### src/rtl/sp_abuf_arb.sv
// Autobuffer service arbiter for two SPORTs (four channels). Collects per-channel
// service requests, arbitrates them round-robin onto one memory bus and counts blocks.
module sp_abuf_arb #(
    parameter int CNTW = 14
) (
    input  logic            DSPCLK,
    input  logic            RST_,
    input  logic [3:0]      ABEN,
    input  logic [3:0]      SREQ,
    input  logic [3:0]      CNT_WE,
    input  logic [CNTW-1:0] CNT_DI,
    input  logic            BGNT,
    input  logic            BDONE,
    input  logic [3:0]      OVF_CLR,
    output logic            BREQ,
    output logic [1:0]      BCH,
    output logic            BRD,
    output logic [3:0]      PEND,
    output logic [3:0]      ABIRQ,
    output logic [3:0]      OVF
);

    typedef enum logic [1:0] {
        IDLE,
        REQ,
        XFER
    } state_t;

    state_t          state;
    state_t          state_nxt;
    logic [1:0]      ptr;
    logic [1:0]      bch;
    logic [1:0]      sel;
    logic            sel_vld;
    logic [3:0]      pend;
    logic [3:0]      ovf;
    logic [3:0]      abirq;
    logic [3:0]      cand;
    logic [3:0]      sreq_ok;
    logic [3:0]      done_ch;
    logic [3:0]      active_ch;
    logic            done;
    logic            busy;
    logic [CNTW-1:0] cnt [4];
    logic [CNTW-1:0] rld [4];

    assign done    = (state == XFER) && BDONE;
    assign busy    = (state != IDLE);
    assign sreq_ok = SREQ & ABEN;

    // A channel whose enable has just dropped must not win arbitration.
    assign cand = pend & ABEN;

    always_comb begin
        logic [1:0] idx;
        sel     = ptr;
        sel_vld = 1'b0;
        idx     = ptr;
        for (int k = 3; k >= 0; k--) begin
            idx = ptr + 2'(k);
            if (cand[idx]) begin
                sel     = idx;
                sel_vld = 1'b1;
            end
        end
    end

    always_comb begin
        for (int i = 0; i < 4; i++) begin
            done_ch[i]   = done && (bch == 2'(i));
            active_ch[i] = busy && (bch == 2'(i));
        end
    end

    always_comb begin
        state_nxt = state;
        case (state)
            IDLE:    if (sel_vld) state_nxt = REQ;
            REQ:     if (BGNT)    state_nxt = XFER;
            XFER:    if (BDONE)   state_nxt = IDLE;
            default:              state_nxt = IDLE;
        endcase
    end

    always_ff @(posedge DSPCLK or negedge RST_) begin
        if (!RST_) begin
            state <= IDLE;
            ptr   <= 2'd0;
            bch   <= 2'd0;
        end else begin
            state <= state_nxt;
            if (state == IDLE && sel_vld)
                bch <= sel;
            if (done)
                ptr <= bch + 2'd1;
        end
    end

    // A request landing on the completion edge of its own channel re-arms it
    // instead of counting as an overflow.
    always_ff @(posedge DSPCLK or negedge RST_) begin
        if (!RST_) begin
            pend <= 4'd0;
            ovf  <= 4'd0;
        end else begin
            for (int i = 0; i < 4; i++) begin
                if (done_ch[i])
                    pend[i] <= sreq_ok[i];
                else if (!ABEN[i] && !active_ch[i])
                    pend[i] <= 1'b0;
                else if (sreq_ok[i])
                    pend[i] <= 1'b1;

                if (sreq_ok[i] && pend[i] && !done_ch[i])
                    ovf[i] <= 1'b1;
                else if (OVF_CLR[i])
                    ovf[i] <= 1'b0;
            end
        end
    end

    // A zero count disables block counting; a software write beats a completion.
    always_ff @(posedge DSPCLK or negedge RST_) begin
        if (!RST_) begin
            abirq <= 4'd0;
            for (int i = 0; i < 4; i++) begin
                cnt[i] <= '0;
                rld[i] <= '0;
            end
        end else begin
            for (int i = 0; i < 4; i++) begin
                abirq[i] <= 1'b0;
                if (CNT_WE[i]) begin
                    cnt[i] <= CNT_DI;
                    rld[i] <= CNT_DI;
                end else if (done_ch[i]) begin
                    if (cnt[i] == CNTW'(1)) begin
                        cnt[i]   <= rld[i];
                        abirq[i] <= 1'b1;
                    end else if (cnt[i] != '0) begin
                        cnt[i] <= cnt[i] - CNTW'(1);
                    end
                end
            end
        end
    end

    assign BREQ  = (state == REQ);
    assign BCH   = bch;
    assign BRD   = bch[0];
    assign PEND  = pend;
    assign ABIRQ = abirq;
    assign OVF   = ovf;

endmodule

### config.mk
export PLATFORM = sky130hd
export DESIGN_NAME = sp_abuf_arb
export DESIGN_NICKNAME = d
export VERILOG_FILES = /design/src/rtl/sp_abuf_arb.sv
export SDC_FILE = /design/constraint.sdc
export NUM_CORES = 1
export LEC_CHECK = 0
export ABC_AREA = 1
export BUFFER_PORTS_ARGS = -buffer_cell sky130_fd_sc_hd__buf_2
export CAP_MARGIN = 20
export CORE_MARGIN = 2
export CORE_UTILIZATION = 55
export CTS_CLUSTER_SIZE = 8
export DETAILED_ROUTE_END_ITERATION = 10
export GPL_ROUTABILITY_DRIVEN = 0
export PLACE_DENSITY = 0.85
export SLEW_MARGIN = 20
export SYNTH_ARGS = -nofsm -noshare
export SYNTH_HDL_FRONTEND = slang
export SYNTH_SLANG_ARGS = --single-unit
### constraint.sdc
create_clock -name DSPCLK -period 3.8 [get_ports DSPCLK]
set_clock_uncertainty 0.1 [all_clocks]
set_input_delay 0.76 -clock DSPCLK [delete_from_list [all_inputs] [get_ports DSPCLK]]
set_output_delay 0.76 -clock DSPCLK [all_outputs]
set_load 0.02 [all_outputs]
# Word-level counts from Yosys, hierarchy flattened
# Index checks and enable logic that the tools add are counted.
dict set report op_classes {
  add_sub_neg 8
  n_lt_le_gt_ge 4
  n_eq_ne 12
  muxes 68
  n_bitwise 2
  reduce_logical 62
}
# cell n
set op_table {}
lappend op_table {{two-way mux 14 bit} 16}
lappend op_table {{== test 14 x 1 -> 1 bit (second input constant)} 4}
lappend op_table {{nonzero test 14 bit} 4}
lappend op_table {{subtractor 14 x 1 -> 14 bit (second input constant)} 4}
lappend op_table {{two-way mux 1 bit} 40}
lappend op_table {{nonzero test 3 bit} 8}
lappend op_table {{logical AND 1 bit} 22}
lappend op_table {{nonzero test 2 bit} 9}
lappend op_table {{two-way mux 2 bit} 7}
lappend op_table {{logical NOT 1 bit} 12}
lappend op_table {{less-than comparator 2 x 3 -> 1 bit (second input constant)} 4}
lappend op_table {{AND 4 bit} 2}
lappend op_table {{binary-select mux 1 bit (select 2 bit)} 4}
lappend op_table {{AND reduction 2 bit} 4}
lappend op_table {{== test 2 bit (second input constant)} 3}
lappend op_table {{!= test 2 bit (second input constant)} 3}
lappend op_table {{one-hot mux 2 bit (3 select lines)} 1}
lappend op_table {{adder 2 x 1 -> 2 bit (second input constant)} 2}
lappend op_table {{adder 2 bit (second input constant)} 2}
lappend op_table {{== test 2 x 1 -> 1 bit (second input constant)} 2}
lappend op_table {{logical NOT 2 bit} 2}
lappend op_table {{AND reduction 3 bit} 1}
dict set report totals {
  ff_bits 130
  inputBits 34
  output_inout_bits 16
  word_cells 176
}

# Longest topological paths before layout
dict set report logic_depth {
  word_depth 9
  mapped_depth 11
  depth_no_buf 11
}

# Worst setup path after synthesis
# No wires, ideal clock.
dict set report synth_timing {
  kind {input port to flip-flop}
  from {input port CNT_WE[0]}
  to {register cnt[45] (netlist name)}
  setup_ns 0.125
  t_arrival_ns 1.617
  required_ns 3.575
  path_slack_ns 1.958
  path_stages 7
  cell_sequence {clkbuf_1 inv_1 nand4_1 nand2_2 buf_2 nand2_1 nand3_1}
}
dict set report synth_between {
  elab_chain_len 2
  word_cells_on_any_way 4
  cone_classes {mux (1); reduce/logical (3)}
}
# element line_no
set synth_rtl {}
lappend synth_rtl {{from (decl)} 10} ;# input logic [3:0] CNT_WE,
lappend synth_rtl {{nonzero test 3 bit (no source line) or nonzero test 2 bit (tied branches)} n/a}
lappend synth_rtl {{AND reduction 2 bit (no source line)} n/a}
lappend synth_rtl {{to (signal, indexed assignment)} 138} ;# cnt[i] <= rld[i];
lappend synth_rtl {{to (signal, indexed assignment)} 141} ;# cnt[i] <= cnt[i] - CNTW'(1);
lappend synth_rtl {{to (decl)} 44} ;# logic [CNTW-1:0] cnt [4];
# Parallel ways exist; a longest one is shown, timed or not.
# A chain may end at the register's enable or synchronous reset.

# Worst setup path after layout
dict set report layout_timing {
  from {register cnt[14] (netlist name)}
  to {register cnt[17] (netlist name)}
}
dict set report layout_between {
  elab_chain_len 5
  word_cells_on_any_way 9
  cone_classes {add/sub (1); eq/ne (1); mux (4); reduce/logical (3)}
}
# element line_no
set layout_rtl {}
lappend layout_rtl {{subtractor 14 x 1 -> 14 bit} 141}
lappend layout_rtl {{two-way mux 14 bit} 140} ;# end else if (cnt[i] != '0) begin
lappend layout_rtl {{two-way mux 14 bit} 137} ;# if (cnt[i] == CNTW'(1)) begin
lappend layout_rtl {{two-way mux 14 bit} 136} ;# end else if (done_ch[i]) begin
lappend layout_rtl {{two-way mux 14 bit} 133} ;# if (CNT_WE[i]) begin
# Parallel ways exist; a longest one is shown, timed or not. The select of a mux whose other input is x is not followed.

==> metrics.md <==
| Metric | Value |
|---|---|
| Outcome | `finished clean` |
| Clock Power Share | `roughly two fifths` |
| Number of global-route vias before repair | `6820` |
| Antenna Cells | `0` |
| Combinational family with the most area after synthesis | `simple AND/OR/NAND/NOR gates` |
| Synth async-reset ratio | `100%` |
| Final worst slack | `1470 ps` |
| DRC viols | `0` |
| Switching pwr | `1.54 mW` |
| Critical path peak fanout | `25` |
| Final Util | `about 63%` |
| Slew at the pin closest to its max-slew limit | `around 940 ps` |
| # port buffers | `49` |
| Share of cells above drive strength 1 | `11.3%` |
| Net count, final | `between 1k and 1.5k` |
| Post-route antenna net violation count | `0` |
| Io pins | `50` |
| Routed WL per cell | `14.9 um` |
| Core area | `13800 um2` |
| Max-slew violation count | `0` |
| Clk_lat worst skew | `around 430 ps` |
| Startpoint Class | `register` |
| LEAKAGE | `4.58 nW` |
| Sw Ratio | `around a third` |
| GRT Total Usage | `about 28%` |
| Peak supply drop | `between 400 and 500 uV` |
| Most frequent CP cell | `nand2_1` |
| RSZ-0062 raised after global routing | `false` |
| Mux share of post-synthesis cell area | `0%` |
| Clock Sinks | `130` |
| Crit path cell chain | `ha_1 > nand2_1 > nor2_1 > nand2_2 > nand2_1 > o21ai_2 > inv_1 > nand2_1 > nand2_1` |
| Simple logic cell fraction of the synthesized area | `between 30% and 40%` |
| Via count | `7307` |
| Final setup vio count | `0` |
| DRT iter0 DRCs | `886` |
| Syn Nets | `1132` |
| Slew headroom | `between 30% and 40%` |
| Crit path DAT | `2540 ps` |
| WP depth | `9` |
| Global-route wire length before repair | `32700 um` |
| Kind of critical path | `register to register` |
| Max-cap viol count | `0` |
| Clk buf depth | `2` |
| TritonRoute pass-1 iters | `9` |
| CTS tree | `done` |
| Post-synthesis sequential area ratio | `42.3%` |
| Flop-to-flop setup slack | `between 1000 and 1500 ps` |
| Synth Flop Type | `dfrtp_1` |
| Synth Area in Adders | `under 10%` |
| Post-CTS Setup Bufs | `0` |
| Gr ovfl total | `0` |
| Die area | `~15000 um2` |
| Final HPWL DP | `13100 um` |
| Rows | `between 40 and 50` |
| Xor/xnor share of the synthesized area | `1.37%` |
| Part of the cycle the worst path needs | `61.2%` |
| Mean Syn Cell Area | `~7 um2` |
| # hold bufs at CTS | `0` |
| Critical path's top delay family | `simple AND/OR/NAND/NOR gates` |
| Pwr Density | `547 nW/um2` |
| Initial Utilization | `55.8%` |
| Cts repair resizes | `0` |
| Library cells used by synthesis | `38` |
| Die height | `about 120 um` |
| Worst Reg-to-Reg Cells | `9` |
| Post-Syn Area | `slightly below 8000 um2` |
| Area grow syn2layout | `13.1%` |
| Multi-input logic area | `3870 um2` |
| Die width | `122 um` |
| Worst path required time | `4020 ps` |
| Cts bufs inserted | `17` |
| Antenna violations before repair | `0` |
| Synth Instances | `1086` |
| Tmin final | `2330 ps` |
| Final hold violations | `0` |
| Reg power frac | `37.1%` |
| Compound-Gate Fraction of Synth Area | `8.12%` |
| Fmax | `430 MHz` |
| Logic pwr share | `23.5%` |
| Vias per cell | `about 5.5` |
| Critical path's largest stage delay | `510 ps` |
| CP Buf/Inv Count | `1` |
| Internal power | `3.21 mW` |
| Post-synth EDFFs | `0` |
| H-Tree Depth | `4` |
| Post-synthesis register bit count | `130` |
| Largest net degree at the start of global routing | `105` |
| Nature of the critical path endpoint | `register` |
| Fillers | `1198` |
| Ys Warns | `0` |
| Reg area | `3250 um2` |
| Min-Delay Path Class | `input port to async pin` |
| CTS root buffer | `clkbuf_16` |
| DP Worst Slack | `1290 ps` |
| Drt total wl | `roughly 20000 um` |
| Clock transition at path regs | `approximately 60 ps` |
| CP max stage cell | `o21ai_2` |
| Setup TNS | `0 ps` |
[layout by cell type, fill, tap and decap left out, types with 7 or more instances in the layout]
master,Yosys,routed
a21boi_0,9,9
a21oi_1,8,8
buf_2,9,48
clkbuf_16,0,17
dfrtp_1,130,130
ha_1,12,12
inv_1,104,104
nand2_1,414,414
nand2_2,11,11
nand3_1,131,131
nand4_1,14,14
nor2_1,80,80
nor2_2,12,12
o21ai_0,64,64
o21ai_1,8,8
xor2_1,7,7
[Yosys cell counts (3+ instances only)]
cell	number	area, um2
or2_2	4	25.0
buf_4	3	22.5
o21ai_0	64	320
a21boi_0	9	67.6
dfrtp_1	130	3250
nor2_1	80	300
nor2_2	12	75.1
nand3_1	131	656
clkbuf_1	11	41.3
nand2_2	11	68.8
o21ai_1	8	40.0
o211ai_1	5	37.5
o21bai_1	4	30.0
o22ai_1	5	31.3
buf_6	5	56.3
inv_1	104	390
nand3b_1	3	22.5
nor2_4	3	33.8
ha_1	12	150
nand2_1	414	1550
xnor2_1	5	43.8
nor3_1	6	30.0
nand4_1	14	87.6
buf_2	9	45.0
inv_2	3	11.3
a21oi_1	8	40.0
xor2_1	7	61.3
[worst paths after layout]
| path | to | from |
|---|---|---|
| max | cnt[17]$_DFFE_PN0P_ | cnt[14]$_DFFE_PN0P_ |
| min | cnt[55]$_DFFE_PN0P_ | RST_ |
| max reg2reg | cnt[17]$_DFFE_PN0P_ | cnt[14]$_DFFE_PN0P_ |
| min reg2reg | rld[18]$_DFFE_PN0P_ | rld[18]$_DFFE_PN0P_ |
| max in group asynchronous | cnt[35]$_DFFE_PN0P_ | RST_ |
| min in group DSPCLK | rld[18]$_DFFE_PN0P_ | rld[18]$_DFFE_PN0P_ |
[power groups by stage]
stage | Combinational, mW | Clock, mW | Sequential (mW)
detailed placement | 1.10 | 0 | 1.78
finish | 1.12 | 1.87 | 1.77
floorplan | 0.820 | 0 | 1.76
global route | 1.28 | 1.94 | 1.80
CTS | 1.11 | 1.88 | 1.76
global placement | 1.06 | 0 | 1.78
[area by class of cell]
cell class	count	share of cell area [%]
clock buffers	23	5.84
well taps	180	2.59
clock inverters	9	1.99
multi-input cells	821	44.5
flip-flops and latches	130	37.4
repair buffers	51	3.07
inverters	107	4.62
[state kept, by name, indices dropped and copies added (netlist names)]
name   flops
cnt       56
rld       56
ABIRQ      4
OVF        4
PEND       4
BCH        2
ptr        2
state      2
[logic make-up after synthesis]
group,count (synthesis)
AOI/OAI and AO/OA,109
DFF,130
and+or+nand+nor,688
adders and majority gates,12
xor gates and xnor gates,12
buffers and inverters,135
[metrics by stage]
stage	total power [mW]	cells	cell area, um2	hold slack, ps
5_1_grt	5.02	1321	8690	393
2_1_floorplan	2.58	1086	7690	336
4_1_cts	4.75	1321	8690	368
3_3_place_gp	2.84	1289	8010	348
6_report	4.76	1321	8690	324
3_5_place_dp	2.87	1289	8010	356
[routing by layer]
metal,wire length [um],vias up,part of all wire [%],track usage [%]
met2,9080,304,46,43.5
li1,-,3563,-,-
met4,689,0,3.5,14.4
met5,0,-,0,0
met1,8520,3395,43,37.6
met3,1370,45,7.0,5.39
No activity file was read; power rests on OpenSTA's default activity.
